## src/rtl/instruction_fetch_pkg.sv

```systemverilog
// rtl/instruction_fetch_pkg.sv - shared CPU constants for the fetch stage
package instruction_fetch_pkg;

  // Fetch FSM: fetching, or parked after a halt instruction retired
  typedef enum logic {
    ST_RUN    = 1'b0,
    ST_HALTED = 1'b1
  } fetch_state_t;

  localparam logic [31:0] HALT_WORD_DEFAULT = 32'hFFFF_FFFF;
  localparam int unsigned PC_INCREMENT      = 4;

endpackage

```

## src/rtl/program_counter.sv

```systemverilog
// rtl/program_counter.sv - PC register with restart/branch/jump/sequential next-PC mux
module program_counter
  import instruction_fetch_pkg::*;
#(
  parameter int NB_ADDR = 12
) (
  input  logic               i_clock,
  input  logic               i_reset,
  input  logic               i_restart,
  input  logic               i_branch,
  input  logic [NB_ADDR-1:0] i_branch_target,
  input  logic               i_jump,
  input  logic [NB_ADDR-1:0] i_jump_target,
  input  logic               i_advance,
  output logic [NB_ADDR-1:0] o_pc
);

  localparam logic [NB_ADDR-1:0] INC        = NB_ADDR'(PC_INCREMENT);
  localparam logic [NB_ADDR-1:0] ALIGN_MASK = ~NB_ADDR'(3);

  logic [NB_ADDR-1:0] pc_next;

  // Next-PC selection: restart beats redirects, branch beats jump, otherwise step or hold
  always_comb begin
    pc_next = o_pc;
    if (i_restart) begin
      pc_next = '0;
    end else if (i_branch) begin
      pc_next = i_branch_target & ALIGN_MASK;
    end else if (i_jump) begin
      pc_next = i_jump_target & ALIGN_MASK;
    end else if (i_advance) begin
      pc_next = o_pc + INC;
    end
  end

  // PC register, cleared asynchronously so the first fetch after reset is address 0
  always_ff @(posedge i_clock or negedge i_reset) begin
    if (!i_reset) begin
      o_pc <= '0;
    end else begin
      o_pc <= pc_next;
    end
  end

endmodule

```

## src/rtl/instruction_fetch.sv

```systemverilog
// rtl/instruction_fetch.sv - fetch stage: RUN/HALTED FSM, valid and pc+4 pipeline register
module instruction_fetch
  import instruction_fetch_pkg::*;
#(
  parameter int                   NB_DATA   = 32,
  parameter int                   NB_ADDR   = 12,
  parameter logic [NB_DATA-1:0]   HALT_WORD = NB_DATA'(HALT_WORD_DEFAULT)
) (
  input  logic               i_clock,
  input  logic               i_reset,
  input  logic [NB_DATA-1:0] i_instruction,
  input  logic               i_stall,
  input  logic               i_branch_taken,
  input  logic [NB_ADDR-1:0] i_branch_target,
  input  logic               i_jump,
  input  logic [NB_ADDR-1:0] i_jump_target,
  input  logic               i_restart,
  output logic [NB_ADDR-1:0] o_pc,
  output logic               o_mem_enable,
  output logic [NB_ADDR-1:0] o_pc_plus4,
  output logic               o_valid,
  output logic               o_halted
);

  localparam logic [NB_ADDR-1:0] INC = NB_ADDR'(PC_INCREMENT);

  fetch_state_t state;
  logic         running;
  logic         redirect;
  logic         halt_detect;

  // Redirects and halt detection only matter while fetching; a redirect squashes a halt
  always_comb begin
    running      = (state == ST_RUN);
    redirect     = running && (i_branch_taken || i_jump);
    halt_detect  = running && o_valid && (i_instruction == HALT_WORD) && !redirect;
    o_mem_enable = running && !i_stall;
    o_halted     = (state == ST_HALTED);
  end

  program_counter #(
    .NB_ADDR(NB_ADDR)
  ) u_program_counter (
    .i_clock        (i_clock),
    .i_reset        (i_reset),
    .i_restart      (o_halted && i_restart),
    .i_branch       (running && i_branch_taken),
    .i_branch_target(i_branch_target),
    .i_jump         (running && i_jump),
    .i_jump_target  (i_jump_target),
    .i_advance      (o_mem_enable && !halt_detect),
    .o_pc           (o_pc)
  );

  // FSM plus valid/pc_plus4 register; the fetch issued alongside a redirect or halt is dropped
  always_ff @(posedge i_clock or negedge i_reset) begin
    if (!i_reset) begin
      state      <= ST_RUN;
      o_valid    <= 1'b0;
      o_pc_plus4 <= '0;
    end else if (state == ST_RUN) begin
      if (redirect) begin
        o_valid <= 1'b0;
      end else if (halt_detect) begin
        state   <= ST_HALTED;
        o_valid <= 1'b0;
      end else if (o_mem_enable) begin
        o_pc_plus4 <= o_pc + INC;
        o_valid    <= 1'b1;
      end
    end else begin
      if (i_restart) begin
        state   <= ST_RUN;
        o_valid <= 1'b0;
      end
    end
  end

endmodule
```

## config.mk

```make
export PLATFORM = sky130hd
export DESIGN_NAME = instruction_fetch
export DESIGN_NICKNAME = d
export VERILOG_FILES = /design/src/rtl/instruction_fetch_pkg.sv /design/src/rtl/program_counter.sv /design/src/rtl/instruction_fetch.sv
export SDC_FILE = /design/constraint.sdc
export NUM_CORES = 1
export LEC_CHECK = 0
export BUFFER_PORTS_ARGS = -buffer_cell sky130_fd_sc_hd__buf_2
export CORE_MARGIN = 5
export CORE_UTILIZATION = 39
export DETAILED_ROUTE_END_ITERATION = 12
export PLACE_DENSITY = 0.86
export SLEW_MARGIN = 0
export SYNTH_ARGS = -nofsm -noshare
export SYNTH_HDL_FRONTEND = slang
export SYNTH_SLANG_ARGS = --single-unit
```

## constraint.sdc

```tcl
create_clock -name i_clock -period 1.7 [get_ports i_clock]
set_input_delay 0.085 -clock i_clock [delete_from_list [all_inputs] [get_ports i_clock]]
set_output_delay 0.085 -clock i_clock [all_outputs]
set_load 0.01 [all_outputs]
```

Yosys cells after proc, flatten, opt, wreduce, memory -nomap -nowiden. Index checks and enable logic that the tools add are counted.

Register bits after elaboration: 26. Bits of input ports: 62. Output and inout bits: 27. Word-level logic and storage cells: 40.

$add $sub $neg: 1. Eq/ne operators: 2. Multiplexer cells: 13. Bitwise gates (word level): 3. Reduce and logical (&&, ||, !) cells: 17.

Operators by type and width (number): $mux 12 (4); $eq 32x32->1 const B (1); $add 12x3->12 const B (1); $logic_and 1x1->1 (9); $mux 1 (9); $reduce_bool 4->1 (2); $reduce_and 4->1 (1); $logic_not 1->1 (3); $not 1->1 (3); $ne 2x2->1 const B (1); $reduce_and 2->1 (1); $logic_or 1x1->1 (1).

Longest topological paths before layout.
Depth in word-level cells: 10. Gate-level depth with buffers: 7. Depth with buffers taken out: 6.

Cells and area by module. From an unflattened synthesis, not the netlist that was laid out.

Cell total of the unflattened synthesis: 177. Area, all modules: 1692.9 µm².

By module, submodules not included: instruction_fetch (instances 1, cells an instance 87, area each 918.4 µm², seq. area each 350.3 µm²); program_counter (instances 1, cells an instance 90, area each 774.5 µm², seq. area each 250.2 µm²).

Worst setup path after synthesis. OpenSTA, ideal clock, no wires.

Path kind: reg-to-reg. Start: register state, in the netlist o_halted. End: register u_program_counter.o_pc[2]. Setup time: 0.125 ns. Arrival time: 1.730 ns. Data required time: 1.575 ns. Slack: -0.155 ns. Stages on the path, launching flop included: 8. Buffers on the path: 2. Period minus slack after synthesis: 1.855 ns. Cells stage by stage: dfrtp_1 buf_6 nand4b_4 nor4_4 a311oi_4 or2_1 buf_6 mux2_4.

Longest elaborated chain between the ends: 7. Elaborated cells between the ends (all ways): 16. Classes of those cells: mux (3); bitwise (1); reduce/logical (12).

Ends and longest elaborated chain: from (decl) (RTL line instruction_fetch.sv:27) `fetch_state_t state;`; from (signal assigned) (RTL line instruction_fetch.sv:58) `state <= ST_RUN;`; from (signal assigned) (RTL line instruction_fetch.sv:65) `state <= ST_HALTED;`; from (signal assigned) (RTL line instruction_fetch.sv:73) `state <= ST_RUN;`; $not 1->1 (no line); $logic_and 1x1->1, on equally long branches (RTL line instruction_fetch.sv:36, instruction_fetch.sv:35); $logic_and 1x1->1 / $logic_not 1->1 (equally long branches) (RTL line instruction_fetch.sv:36) `halt_detect = running && o_valid && (i_instruction == HALT_WORD) && !redirect;`; $logic_and 1x1->1 (RTL line instruction_fetch.sv:36); $logic_not 1->1 (RTL line instruction_fetch.sv:51) `.i_advance (o_mem_enable && !halt_detect),`; $logic_and 1x1->1 (RTL line instruction_fetch.sv:51); $reduce_bool 4->1 (no line); to (signal assigned) (RTL line program_counter.sv:42) `o_pc <= pc_next;`; to (decl) (RTL line program_counter.sv:15) `output logic [NB_ADDR-1:0] o_pc`.

Parallel ways exist; a longest one is shown, timed or not. A chain may end at the register's enable or synchronous reset.

Worst setup path in the final report.
Start: register state, in the netlist o_halted. End: register o_pc_plus4[5].

Longest elaborated chain between the ends: 6. Elaborated cells between the ends (all ways): 10. Classes of those cells: bitwise (3); reduce/logical (7).

Ends and longest elaborated chain: $not 1->1 (no line) (*); $logic_and 1x1->1, on equally long branches (RTL line instruction_fetch.sv:36, instruction_fetch.sv:35); $logic_and 1x1->1 / $logic_not 1->1 (equally long branches) (RTL line instruction_fetch.sv:36); $logic_and 1x1->1 (RTL line instruction_fetch.sv:36); $not 1->1 (no line); $reduce_and 4->1 (no line) (*); to (signal assigned) (RTL line instruction_fetch.sv:68) `o_pc_plus4 <= o_pc + INC;`; to (decl) (RTL line instruction_fetch.sv:20) `output logic [NB_ADDR-1:0] o_pc_plus4,`.

Every way passes the cells marked *; elsewhere a longest branch is shown, timed or not.

==> results <==
- The async set-or-reset flop fraction in the synthesized netlist is 1.000.
- The final reports fail on setup timing.
- The startpoint identified for the worst register-to-register timing path is o_halted$_DFF_PN0_.
- The CTS buffer count is 3.
- The overall fraction of global-route tracks in use is 0.1786.
- Of all nets on the critical path, the largest fanout is 5.
- In the routed layout, each cell is associated on average with a via count of between 5 and 6.
- The starting DRC count in detailed routing is between 70 and 80.
- The slew of the pin with the lowest slew margin is 503.4 ps.
- At the end of routability-driven placement, the weighted congestion stood at roughly 0.84.
- Across the run, the number of max-cap violations was 0.
- The worst clock skew is 7.345 ps.
- STA classifies the critical path startpoint as a register.
- For this block, the routed nets add up to 4573 microns of wire.
- The detailed placer's ending HPWL is between 3000 and 4000 microns.
- The count of final max-slew check failures is 0.
- On the final layout, the worst hold slack is between 70 and 80 ps.
- Yosys attributes the largest share of cell area to sky130_fd_sc_hd__dfrtp_1 37%, sky130_fd_sc_hd__mux2_2 6.0%, sky130_fd_sc_hd__nand4_1 5.0%.
- The kind of end point of the critical path is a register.
- The number of synthesized register bits is 22.
- The timing endpoint of the critical path is o_pc_plus4[5]$_DFFE_PN0P_.
- Clock tree synthesis found a total of 22 sinks.
- Setup slack on the worst reg-to-reg path comes out at -10 ps.
- The critical setup path kind is register to register.
- The root buffer cell is sky130_fd_sc_hd__clkbuf_8.
- Counting instances in the post-synthesis netlist gives the leading cell types as 22 x sky130_fd_sc_hd__dfrtp_1, 12 x sky130_fd_sc_hd__nand4_1, 11 x sky130_fd_sc_hd__nor2_1.
- Counting both buffers and inverters, the worst setup path holds a total of 1.
- The cell count after synthesis came out at 159.
- The final count of hold timing violations is 0.
- Summing all placed instances gives a cell area of about 0.0021 sq mm.
- The kind of cell with the highest combined delay on the critical path is simple AND/OR/NAND/NOR gates.
- The total via count in the routed design is 1615.
- The number of levels in the clock H-tree is 1.
- The number of synthesized flops with an enable pin is 0.
- Compared with the post-synthesis result, the final layout area differs by 44.32%.
- The unique cell type count in the Yosys netlist is 41.
- The flow ran to the end, but the final reports show violations.
- In the post-route analysis, the smallest setup slack over all paths is -13.26 ps.
- The mean routed wirelength per cell is 15.09 microns.
- The count of yosys warnings during synthesis is 0.
- At the later pin of the worst-skew pair, clock insertion delay measures between 200 and 300 ps.
- The post-synthesis area per instance is roughly 9.5 sq um.
- Summed over all layers, the global routing overflow is 0.
- The final cell count without fillers is 303.
- The die height is roughly 72 microns.
- The standard-cell row count is 22.
- Walking the worst path, the cells encountered are nand4b_1 > nor4_2 > nand3_1 > nand3b_1 > buf_4 > mux2_4.
- The number of placed instances with taps included is slightly below 300.
- The number of global-route vias before repair is about 1600.
- The DRC violation count after routing is 0.
- Among all cell types in the netlist, the one instantiated most often is sky130_fd_sc_hd__dfrtp_1.
- The share of synthesized area occupied by flip-flops and latches is 0.3651.
- On the worst path, the slowest cell contributes a delay of between 400 and 500 ps.
- The worst hold-check path type is primary input to register.
- The TritonCTS clock tree is done.
- The leading area contributor after synthesis is sky130_fd_sc_hd__dfrtp_1.
- The sum of negative setup slack is -72.83 ps.
- The longest clock path from root to sink contains 2 buffers.
- Measured along the x axis, the die boundary spans 72.18 microns.
- The initial antenna violation count is 0.
- The upper clock frequency limit is 0.5837 GHz.
- The capture instance of the worst register-to-register path is o_pc_plus4[5]$_DFFE_PN0P_.
- VDD sags by at most around 0.26 mV.
- The area of all placed cells without fillers is 0.002176 sq mm.
- The total I/O pin count is 89.
- The static leakage power is 1.101 nW.
- In this run the cell area of the synthesized design comes to around 0.0015 sq mm.
- STA puts the critical path data arrival time at between 1500 and 2000 ps.
- At the end of the flow, the number of nets in the layout was about 320.
- The largest individual stage delay along the critical path comes from the cell sky130_fd_sc_hd__dfrtp_1.
- Entering global routing, the biggest net connects 23 pins.
- 0 antenna diodes ended up in the layout.
- The core region is approximately 0.0037 sq mm.
- The wire length of the first global-routing pass is ~7400 microns.
- The cell area power density is roughly 770 mW/mm^2.
- Setup repair after global routing could not meet its margin everywhere.
- The design draws 1.683 mW.
- Once detail routing completed, the nets flagged for antenna violations numbered 0.
- Tracing the worst setup path back leads to its startpoint at o_halted$_DFF_PN0_.
- The worst path required time is 1860 ps.
- The worst path in the final design needs a cycle of around 1700 ps, including I/O delays and setup.
- The logic depth of the worst setup path including buffers is 6.
- In the synthesized netlist the dominant register cell turns out to be sky130_fd_sc_hd__dfrtp_1.
- Port buffering added 80 buffers.
- Before CTS, the worst setup slack after placement is -25.30 ps.
- The share of post-route cells with drive strength above 1 is 0.4902.
- Dividing the final minimum period by the clock period gives 1.008.
- The initial core utilization is 0.4057.
- After clock tree synthesis, the clock-pin slew on the worst setup and hold paths is approximately 80 ps.
- The die footprint is between 0.005 and 0.006 sq mm.
- Of the post-synthesis cell area, the dominant cell type holds 0.3651.
- Headroom to the max-slew limit came out at 0.6644.
- The iteration count of the initial detailed-routing pass is 4.
- Setup violations remaining at the end of the flow were counted as 8.
- Measured in cells, the most critical reg-to-reg path has a length of 6.
- The post-route core utilization is 0.5855.
-- worst min-delay path: cells and delay by family --
| kind | cells | cell delay [ps] |
|---|---|---|
| buffers and inverters | 1 | 90 |
| AOI/OAI and AO/OA | 1 | 70 |
| and+or+nand+nor | 1 | 50 |
-- kinds of logic (layout without fill, tap and decap cells) --
group / after synthesis / in the layout / share of synthesized area
muxes: 13 / 13 / 0.09959
and+or+nand+nor: 61 / 61 / 0.2431
AOI/OAI and AO/OA: 36 / 36 / 0.1726
buffers and inverters: 18 / 111 / 0.06805
other: 1 / 4 / 0.002487
xor gates and xnor gates: 7 / 7 / 0.04066
adders and majority gates: 1 / 1 / 0.008297
DFF: 22 / 22 / 0.3651
-- layer usage --
layer	global-route usage	vias up	routed length, microns
met5	0	-	0
met1	0.2238	749	1825
li1	-	775	-
met3	0.03878	2	490
met2	0.3134	89	2241
met4	0.03758	0	16
-- how the worst min path moves through the flow --
| stage | start | endpoint | slack, ps | cells after the start |
|---|---|---|---|---|
| 6_report | i_branch_target[6] | u_program_counter.o_pc[6]$_DFFE_PN0P_ | 80 | 3 |
| 4_1_cts | i_branch_target[6] | u_program_counter.o_pc[6]$_DFFE_PN0P_ | 70 | 3 |
| 3_5_place_dp | i_reset | o_pc_plus4[4]$_DFFE_PN0P_ | 90 | 1 |
| 3_3_place_gp | i_reset | o_pc_plus4[4]$_DFFE_PN0P_ | 70 | 1 |
| 5_1_grt | i_branch_target[6] | u_program_counter.o_pc[6]$_DFFE_PN0P_ | 80 | 3 |
| 2_1_floorplan | i_reset | o_halted$_DFF_PN0_ | -210 | 0 |
-- area by class of cell --
| type | count | area (sq um) |
|---|---|---|
| Clock buffer | 4 | 55.05 |
| Fill cell | 348 | 1540 |
| Inverter | 8 | 30.03 |
| Multi-Input combinational cell | 122 | 920.9 |
| Sequential cell | 22 | 551.8 |
| Tap cell | 48 | 60.06 |
| Timing Repair Buffer | 99 | 558.0 |
-- registers in the layout, indices dropped and copies added (netlist names) --
name,count
o_valid,1
o_halted,1
u_program_counter.o_pc,10
o_pc_plus4,10
-- placed cells by master (no fill, tap or decap), types with 4 or more instances in the layout --
master,n
sky130_fd_sc_hd__o21ai_0,5
sky130_fd_sc_hd__o22ai_1,8
sky130_fd_sc_hd__conb_1,4
sky130_fd_sc_hd__xnor2_1,5
sky130_fd_sc_hd__a22oi_1,5
sky130_fd_sc_hd__buf_4,17
sky130_fd_sc_hd__nor2_1,11
sky130_fd_sc_hd__inv_1,8
sky130_fd_sc_hd__nand4_1,12
sky130_fd_sc_hd__buf_2,80
sky130_fd_sc_hd__nand2_1,9
sky130_fd_sc_hd__nor2b_1,5
sky130_fd_sc_hd__nor3_1,6
sky130_fd_sc_hd__clkbuf_8,4
sky130_fd_sc_hd__mux2_4,10
sky130_fd_sc_hd__a31oi_1,4
sky130_fd_sc_hd__dfrtp_1,21
-- timing repair --
item / 4_1_cts / 5_1_grt
hold buffers: 1 / 0
endpoints found under the setup margin: 8 / 17
pin swaps: 1 / 0
gates resized for setup: 1 / 5
buffers inserted: 0 / 1
hold endpoints to repair: 22 / 0
-- where the power goes --
part / total (mW) / internal (mW) / leakage (nW) / switching (mW)
registers: 0.693 / 0.626 / 0.265 / 0.0678
clock network: 0.379 / 0.206 / 0.0288 / 0.172
logic: 0.611 / 0.322 / 0.807 / 0.289
total: 1.68 / 1.15 / 1.10 / 0.530
(Power assumes the default switching activity.)
